`src/rtl/decoder_2_to_4_hold.sv`:
```
// decoder_2_to_4_hold: registered 2-to-4 decoder with valid/ready intake.
// Each accepted code word drives its one-hot line for HOLD_CYCLES enabled
// cycles; a new word may be accepted on the final hold cycle for gapless
// back-to-back operation.
//
// Ports:
//   clk       rising-edge clock
//   rst       synchronous active-high reset
//   in_valid  code word on A1/A0 is valid
//   in_ready  block can accept a word this cycle
//   A0, A1    code bits, captured only at acceptance
//   EN        drive enable; low pauses the hold and blanks outputs
//   Y0..Y3    one-hot decoded lines
//   busy      a word is held (DRIVE state)
//   done      pulse on the final hold cycle of a word
//   count     completed-word counter, wrapping
module decoder_2_to_4_hold #(
  parameter int unsigned HOLD_CYCLES = 4,
  parameter int unsigned CNT_W       = 8
) (
  input  logic             clk,
  input  logic             rst,
  input  logic             in_valid,
  output logic             in_ready,
  input  logic             A0,
  input  logic             A1,
  input  logic             EN,
  output logic             Y0,
  output logic             Y1,
  output logic             Y2,
  output logic             Y3,
  output logic             busy,
  output logic             done,
  output logic [CNT_W-1:0] count
);

  localparam int unsigned HOLD_W = 8;
  localparam logic [HOLD_W-1:0] HOLD_LAST = HOLD_W'(HOLD_CYCLES - 1);

  typedef enum logic {
    IDLE  = 1'b0,
    DRIVE = 1'b1
  } state_t;

  state_t            state;
  logic [1:0]        code;
  logic [HOLD_W-1:0] hold;
  logic              drive_en;
  logic              final_cyc;

  // Outputs decode from registered state/code; EN only gates them.
  assign drive_en  = (state == DRIVE) && EN;
  assign final_cyc = drive_en && (hold == HOLD_LAST);

  assign busy     = (state == DRIVE);
  assign done     = final_cyc;
  assign in_ready = (state == IDLE) || final_cyc;

  assign Y0 = drive_en && (code == 2'd0);
  assign Y1 = drive_en && (code == 2'd1);
  assign Y2 = drive_en && (code == 2'd2);
  assign Y3 = drive_en && (code == 2'd3);

  // State, captured code, hold counter and completion counter.
  always_ff @(posedge clk) begin
    if (rst) begin
      state <= IDLE;
      code  <= 2'b00;
      hold  <= '0;
      count <= '0;
    end else begin
      case (state)
        IDLE: begin
          if (in_valid) begin
            state <= DRIVE;
            code  <= {A1, A0};
            hold  <= '0;
          end
        end
        DRIVE: begin
          // EN low freezes everything; the word resumes where it left off.
          if (EN) begin
            if (hold == HOLD_LAST) begin
              count <= count + CNT_W'(1);
              hold  <= '0;
              if (in_valid) begin
                code <= {A1, A0};
              end else begin
                state <= IDLE;
              end
            end else begin
              hold <= hold + HOLD_W'(1);
            end
          end
        end
      endcase
    end
  end

endmodule

```
`config.mk`:
```
export PLATFORM = sky130hd
export DESIGN_NAME = decoder_2_to_4_hold
export DESIGN_NICKNAME = d
export VERILOG_FILES = /design/src/rtl/decoder_2_to_4_hold.sv
export SDC_FILE = /design/constraint.sdc
export NUM_CORES = 1
export LEC_CHECK = 0
export ABC_CLOCK_PERIOD_IN_PS = 2200
export CAP_MARGIN = 40
export CORE_MARGIN = 4
export CORE_UTILIZATION = 49
export DETAILED_ROUTE_END_ITERATION = 16
export PLACE_DENSITY = 0.8
export SYNTH_ARGS = -nofsm -noshare
export SYNTH_HDL_FRONTEND = slang
export SYNTH_SLANG_ARGS = --single-unit
```
`constraint.sdc`:
```
create_clock -name clk -period 2.2 [get_ports clk]
set_input_delay 0.66 -clock clk [delete_from_list [all_inputs] [get_ports clk]]
set_output_delay 0.66 -clock clk [all_outputs]
set_load 0.01 [all_outputs]
```
==> Yosys cells after proc, flatten, opt, wreduce, memory -nomap -nowiden <==
Index checks and enable logic that the tools add are counted.
Widths: inputs -> output; s select.
{ "totals": {"regBits": 19, "in_bits": 6, "out_inout_bits": 15, "word_cells": 37} }
{ "classes": {"add_sub_neg": 2, "n_eq_ne": 7, "mux": 12, "bitwise": 1, "reduce_logical": 11} }
{ "ops": {"columns": ["op", "n"], "rows": [
  ["$mux 8", 3],
  ["$add 8x1->8 const B", 2],
  ["$pmux 8 s2", 1],
  ["$eq 8x2->1 const B", 1],
  ["$logic_and 1x1->1", 6],
  ["$mux 2", 3],
  ["$eq 2x2->1 const B", 2],
  ["$ne 2x2->1 const B", 2],
  ["$pmux 2 s2", 1],
  ["$reduce_and 2->1", 2],
  ["$mux 1", 3],
  ["$reduce_and 3->1", 1],
  ["$eq 2x1->1 const B", 1],
  ["$logic_not 2->1", 1],
  ["$ne 2x1->1 const B", 1],
  ["$pmux 1 s2", 1],
  ["$logic_or 1x1->1", 1],
  ["$not 1->1", 1]
]} }

==> Longest topological paths before layout <==
Gate-level depths: netlist (run 1).
{ "depth": {"ltp_word": 4, "depth_mapped": 5, "depth_no_buf": 5} }

==> Worst setup path after synthesis (run 1) <==
Ideal clock, no wire load.
{ "synth_path": {"path_kind": "flip-flop to output port", "start": "register hold[0]", "end": "output port in_ready", "t_arrival_ns": 1.219, "t_required_ns": 1.540, "setup_slack_ns": 0.321, "stages_incl_launch_ff": 5, "path_buffers": 0, "cell_sequence": "dfxtp_1 ha_1 nor4b_4 nand3_1 nand2_1"} }
{ "synth_between": {"elab_chain_len": 3} }
{ "synth_rtl": {"columns": ["element", "line", "text"], "rows": [
  ["start, declared", "47", "logic [HOLD_W-1:0] hold;"],
  ["start signal, assigned", "92", "hold <= hold + HOLD_W'(1);"],
  ["$eq 8x2->1", "53", "assign final_cyc = drive_en && (hold == HOLD_LAST);"],
  ["$logic_and 1x1->1", "53", null],
  ["$logic_or 1x1->1", "57", "assign in_ready = (state == IDLE) || final_cyc;"],
  ["end, declared", "24", "output logic in_ready,"]
]} }
Every way passes these cells.

==> Worst setup path in the final report (run 1) <==
{ "layout_path": {"start": "register hold[0]", "end": "output port done"} }
{ "layout_between": {"elab_chain_len": 2} }
{ "layout_rtl": {"columns": ["element", "line", "text"], "rows": [
  ["$eq 8x2->1", "53", null],
  ["$logic_and 1x1->1", "53", null],
  ["end, declared", "33", "output logic done,"]
]} }
Every way passes these cells.

==> flow_metrics.env, run 1 <==
export IMPL_status="complete, no violations"
export IMPL_fmax_mhz=472
export IMPL_antenna_found_initial=0
export IMPL_initial_core_util_pct=54.1
export IMPL_dpl_cell_area_sq_um=1330
export IMPL_p_per_area_nw_per_um2=447
export IMPL_antennaDiodeCount=0
export IMPL_dr_pass1_iters=4
export IMPL_finalCritPeriodShare_pct=96.3
export IMPL_critical_path_class="reg -> out"
export IMPL_leakage_nw=0.580
export IMPL_fin_worst_skew_ns=0.0152
export IMPL_arrival_ns=1.46
export IMPL_dp_slack_ns=-0.637
export IMPL_critPathMaxFanout=2
export IMPL_clk_latency_ns=0.30
export IMPL_gr_usage_all_layers_pct=20.1
export IMPL_core_sq_um=1800
export IMPL_cts_sinks=19
export IMPL_setup_slack_ns=0.0821
export IMPL_ys_warn_count=0
export IMPL_io_buffers=20
export IMPL_hold_viol_final=0
export IMPL_end_kind="output pin"
export IMPL_globalRouteOverflowTotal=0
export IMPL_rsz0062_at_grt="no"
export IMPL_yosys_area_top_type_share_pct=39.0
export IMPL_start_kind="flop"
export IMPL_drt_antenna_violating_nets=0
export IMPL_die_x_um=52.6
export IMPL_std_cell_rows=15
export IMPL_drc=0
export IMPL_crit_chain="ha_4, nor4b_4, buf_4, nand3_4, inv_2, buf_6"
export IMPL_slew_limit_headroom_pct=70.3
export IMPL_clk_pin_slew_worst_paths_ns=0.12
export IMPL_path_buf_inv=3
export IMPL_routedWlPerCell_um=13.9
export IMPL_synth_area_top_cells="dfxtp_1, nor2_1, xnor2_1"
export IMPL_yosysTopAreaCell="dfxtp_1"
export IMPL_crit_required_ns=1.54
export IMPL_syn_area_sq_um=975
export IMPL_grt_pass1_wl_mm=4.17
export IMPL_drv_cap=0
export IMPL_cts_tree="yes"
export IMPL_setup_tns_ns=0
export IMPL_cts_buffers=3
export IMPL_clock_path_buffers=2
export IMPL_fillCellCount=124
export IMPL_finalSetupViolCount=0
export IMPL_grt_pass1_vias=961
export IMPL_num_vias=960
export IMPL_final_common_cell="buf_4"
export IMPL_fin_crit_ns=2.12
export IMPL_crit_family="flip-flops"
export IMPL_synth_seq_area_share_pct=39.0
export IMPL_nNetsFinal=164
export IMPL_drive_gt1_share_pct=28.6
export IMPL_finalWirelength_mm=2.49
export IMPL_crit_path_max_incr_delay_ns=0.37
export IMPL_worst_pin_slew_ns=0.437
export IMPL_slowest_stage="dfxtp_2"
export IMPL_synth_ff_type="dfxtp_1"
export IMPL_vias_per_cell=5.36
export IMPL_hp_class="reg -> reg"
export IMPL_synth_edf_count=0
export IMPL_grt_max_degree=12
export IMPL_use_met3_pct=3.42
export IMPL_die_h_um=52.6
export IMPL_syn_avg_cell_area_sq_um=8.70
export IMPL_htree_levels=1
export IMPL_io_pins=21
export IMPL_final_area_sq_um=1400
export IMPL_layout_common_cells="buf_4, nor2_1, dfxtp_1"
export IMPL_r2r_slack_ns=0.24
export IMPL_drv_slew=0
export IMPL_grt_use_met2_pct=34.1
export IMPL_grtUsageMet1_pct=24.6
export IMPL_synth_distinct_cells=33
export IMPL_routabilityCongestion=0.808
export IMPL_synthCells=112
export IMPL_total_power_mw=0.624
export IMPL_area_growth_pct=43.4
export IMPL_syn_nets=121
export IMPL_irDropWorstVdd_v=0.000325
export IMPL_cts_root_buf="clkbuf_4"
export IMPL_cts_hold_fix_buffers=0
export IMPL_synth_seq_cells=19
export IMPL_grt_busiest_layer="met2"
export IMPL_die_area_sq_um=2770
export IMPL_drt_iter0_markers=22
export IMPL_hpwl_mm=1.72
export IMPL_async_reset_ff_share_pct=0
[power by group]
group / total, mW / internal (mW) / switching, mW / leakage (nW)
registers: 0.360 / 0.351 / 0.00815 / 0.155
clock network: 0.176 / 0.0705 / 0.106 / 0.0150
logic: 0.0884 / 0.0457 / 0.0427 / 0.410
total: 0.624 / 0.468 / 0.156 / 0.580
[cells by family after synthesis]
family	after synthesis	share of synthesized area [%]
and+or+nand+nor	59	33.6
buffers and inverters	6	2.44
xor gates and xnor gates	11	9.88
AOI/OAI and AO/OA	11	7.70
adders and majority gates	3	3.85
muxes	3	3.47
DFF	19	39.0
[metal layers]
layer	wire length, um	part of all wire (%)	up-vias
met1	1160	47	461
met3	109	4.4	2
li1	-	-	475
met4	14	0.56	0
met2	1200	48	22
met5	0	0	-
[synthesized netlist by cell type (all sizes together), types with 2 or more instances]
cell     n
nand3    4
dfxtp   19
a31oi    2
xor2     5
nand4b   2
nor3b    3
ha       3
and3     3
nor2b    3
a21oi    3
xnor2    6
buf      2
nor2    17
nor3     6
mux2i    3
o311ai   2
clkbuf   2
inv      2
nand4    5
nand2   11
[state kept, by name (all words and copies together) (netlist names)]
register and cells:
hold 8, code 2, count 8, busy 1
[repair_timing]
item | CTS | global route
pin swaps | 2 | 0
endpoints found under the hold margin | 0 | 0
resized for setup | 31 | 6
gates cloned | 0 | 0
setup buffers | 3 | 1
setup endpoints to repair | 6 | 2
[metrics by stage]
step | utilization (%) | cells | hold WS, ns
after floorplan | - | 112 | 0.504
after global placement | 73.5 | 171 | 0.479
after detailed placement | 73.5 | 171 | 0.493
after CTS | 75.6 | 178 | 0.512
after global routing | 77.6 | 179 | 0.558
final | 77.6 | 179 | 0.511
[final cells by class]
type / instances / area [sq um] / share of cell area, %
multi-input combinational: 87 / 609 / 43.6
sequential: 19 / 383 / 27.4
timing repair buffer: 42 / 340 / 24.4
tap: 25 / 31.3 / 2.24
clock buffer: 4 / 26.3 / 1.88
inverter: 2 / 7.51 / 0.537
[worst paths after layout]
check	startpoint	to	cells past startpoint
hold / removal	count[5]	count[5]	2
hold reg to reg	count[5]	count[5]	2
setup reg to reg	hold[0]	count[7]	9
setup / recovery	hold[0]	done	6
[worst register-to-register path: cells and delay by family (launching register included)]
kind	cells	cell delay (ns)
and+or+nand+nor	4	0.90
buffers and inverters	4	0.50
DFF	1	0.37
adders and majority gates	1	0.13
(Power assumes the default switching activity.)
==> inputs of run 2 (changes only) <==
- CTS_BUF_LIST: not set -> sky130_fd_sc_hd__clkbuf_16
- SETUP_SLACK_MARGIN: not set -> 0.15
==> flow_metrics.env, run 2 (synthesis results as in run 1) <==
export IMPL_final_common_cell="buf_4"
export IMPL_fin_worst_skew_ns=0.00205
export IMPL_crit_required_ns=1.54
export IMPL_irDropWorstVdd_v=0.000479
export IMPL_end_kind="output pin"
export IMPL_finalCritPeriodShare_pct=95.5
export IMPL_clk_pin_slew_worst_paths_ns=0.05
export IMPL_io_buffers=20
export IMPL_hold_viol_final=0
export IMPL_initial_core_util_pct=54.1
export IMPL_fin_crit_ns=2.10
export IMPL_seq_power_share_pct=43.9
export IMPL_globalRouteOverflowTotal=0
export IMPL_drt_iter0_markers=65
export IMPL_antennaDiodeCount=0
export IMPL_gr_usage_all_layers_pct=24.2
export IMPL_grt_pass1_wl_mm=4.86
export IMPL_setup_tns_ns=0
export IMPL_p_int_mw=0.642
export IMPL_clk_latency_ns=0.25
export IMPL_routabilityCongestion=0.808
export IMPL_drc=0
export IMPL_status="complete, no violations"
export IMPL_std_cell_rows=15
export IMPL_leakage_nw=0.635
export IMPL_critPathMaxFanout=3
export IMPL_die_x_um=52.6
export IMPL_clockPowerShare_pct=44.9
export IMPL_slew_limit_headroom_pct=71.0
export IMPL_rsz0062_at_grt="yes"
export IMPL_clock_path_buffers=2
export IMPL_hp_class="reg -> reg"
export IMPL_worst_pin_slew_ns=0.426
export IMPL_routedWlPerCell_um=16.2
export IMPL_post_route_util_pct=82.2
export IMPL_drt_antenna_violating_nets=0
export IMPL_finalSetupViolCount=0
export IMPL_htree_levels=1
export IMPL_power_switching_mw=0.181
export IMPL_cts_buffers=3
export IMPL_dr_pass1_iters=4
export IMPL_die_area_sq_um=2770
export IMPL_drive_gt1_share_pct=30.8
export IMPL_cts_tree="yes"
export IMPL_fmax_mhz=476
export IMPL_combPwrFrac_pct=11.3
export IMPL_vias_per_cell=5.60
export IMPL_grt_pass1_vias=1056
export IMPL_switching_share_pct=22.0
export IMPL_cts_sinks=19
export IMPL_reg_top3="count x8, hold x8, code x2"
export IMPL_core_sq_um=1800
export IMPL_die_h_um=52.6
export IMPL_antenna_found_initial=0
export IMPL_cts_root_buf="clkbuf_16"
export IMPL_num_vias=1013
export IMPL_drv_cap=0
export IMPL_finalWirelength_mm=2.93
export IMPL_io_pins=21
export IMPL_arrival_ns=1.44
export IMPL_layout_common_cells="buf_4, nor2_1, dfxtp_1"
export IMPL_drv_slew=0
export IMPL_hpwl_mm=1.72
export IMPL_grt_max_degree=12
export IMPL_area_growth_pct=51.9
export IMPL_nNetsFinal=166
export IMPL_p_per_area_nw_per_um2=556
export IMPL_critical_path_class="reg -> out"
export IMPL_start_kind="flop"
==> run 2: cell types whose count changed in the layout (fill, tap and decap cells not counted), sizes merged <==
| cell | delta |
|---|---|
| dlygate4sd2 | -1 |
| clkbuf | -1 |
| inv | +1 |
| dlymetal6s2s | +1 |
| buf | +2 |
| clkdlybuf4s15 | +1 |
| clkdlybuf4s50 | -1 |
==> run 2: stage by stage <==
stage	worst slack [ns]	power [mW]	cells	cell area [sq um]	hold slack, ns
floorplan	0.321	0.404	112	975	0.504
global placement	-0.550	0.446	171	1330	0.479
detailed placement	-0.637	0.449	171	1330	0.493
CTS	0.113	0.820	178	1430	0.542
global route	0.0328	0.857	181	1480	0.583
finish	0.0998	0.823	181	1480	0.540
==> run 2: routing by layer <==
metal,vias to the layer above,part of all wire (%),track usage (%)
met5,-,0,0
met1,475,43,27.3
met2,49,47,41.3
li1,482,-,-
met3,7,8.6,5.98
met4,0,1.8,13.2
==> run 2: power groups by stage <==
stage / Combinational, mW / Sequential, mW / Clock, mW
6_report: 0.0928 / 0.361 / 0.369
3_5_place_dp: 0.0839 / 0.365 / 0
2_1_floorplan: 0.0387 / 0.365 / 0
4_1_cts: 0.0880 / 0.360 / 0.372
5_1_grt: 0.100 / 0.362 / 0.395
3_3_place_gp: 0.0807 / 0.365 / 0
==> run 2: path summary, 6_finish.rpt <==
kind / slack, ns / start / cells after the start / to
hold reg to reg: 0.54 / count[5] / 2 / count[5]
hold / removal: 0.54 / count[5] / 2 / count[5]
setup / recovery: 0.1 / hold[1] / 6 / done
setup reg to reg: 0.30 / hold[1] / 8 / count[7]
==> run 2: critical path, stage by stage (launching register included) <==
cell     delay, ns
dfxtp_2       0.35
ha_4          0.15
nor4b_4       0.28
buf_4         0.19
nand3_4       0.07
inv_2         0.06
buf_6         0.09
==> run 2: area by class of cell <==
type | count | area (sq um)
clock buffer | 3 | 75.1
clock inverter | 1 | 3.75
fill | 109 | 322
inverter | 2 | 7.51
multi-input combinational | 87 | 617
sequential | 19 | 383
tap | 25 | 31.3
timing repair buffer | 44 | 363
==> run 2: repair_timing <==
action / 4_1_cts / 5_1_grt
pin swaps: 3 / 3
endpoints found under the setup margin: 8 / 7
gates resized for setup: 35 / 7
setup buffers: 3 / 3
hold buffers: 0 / 0
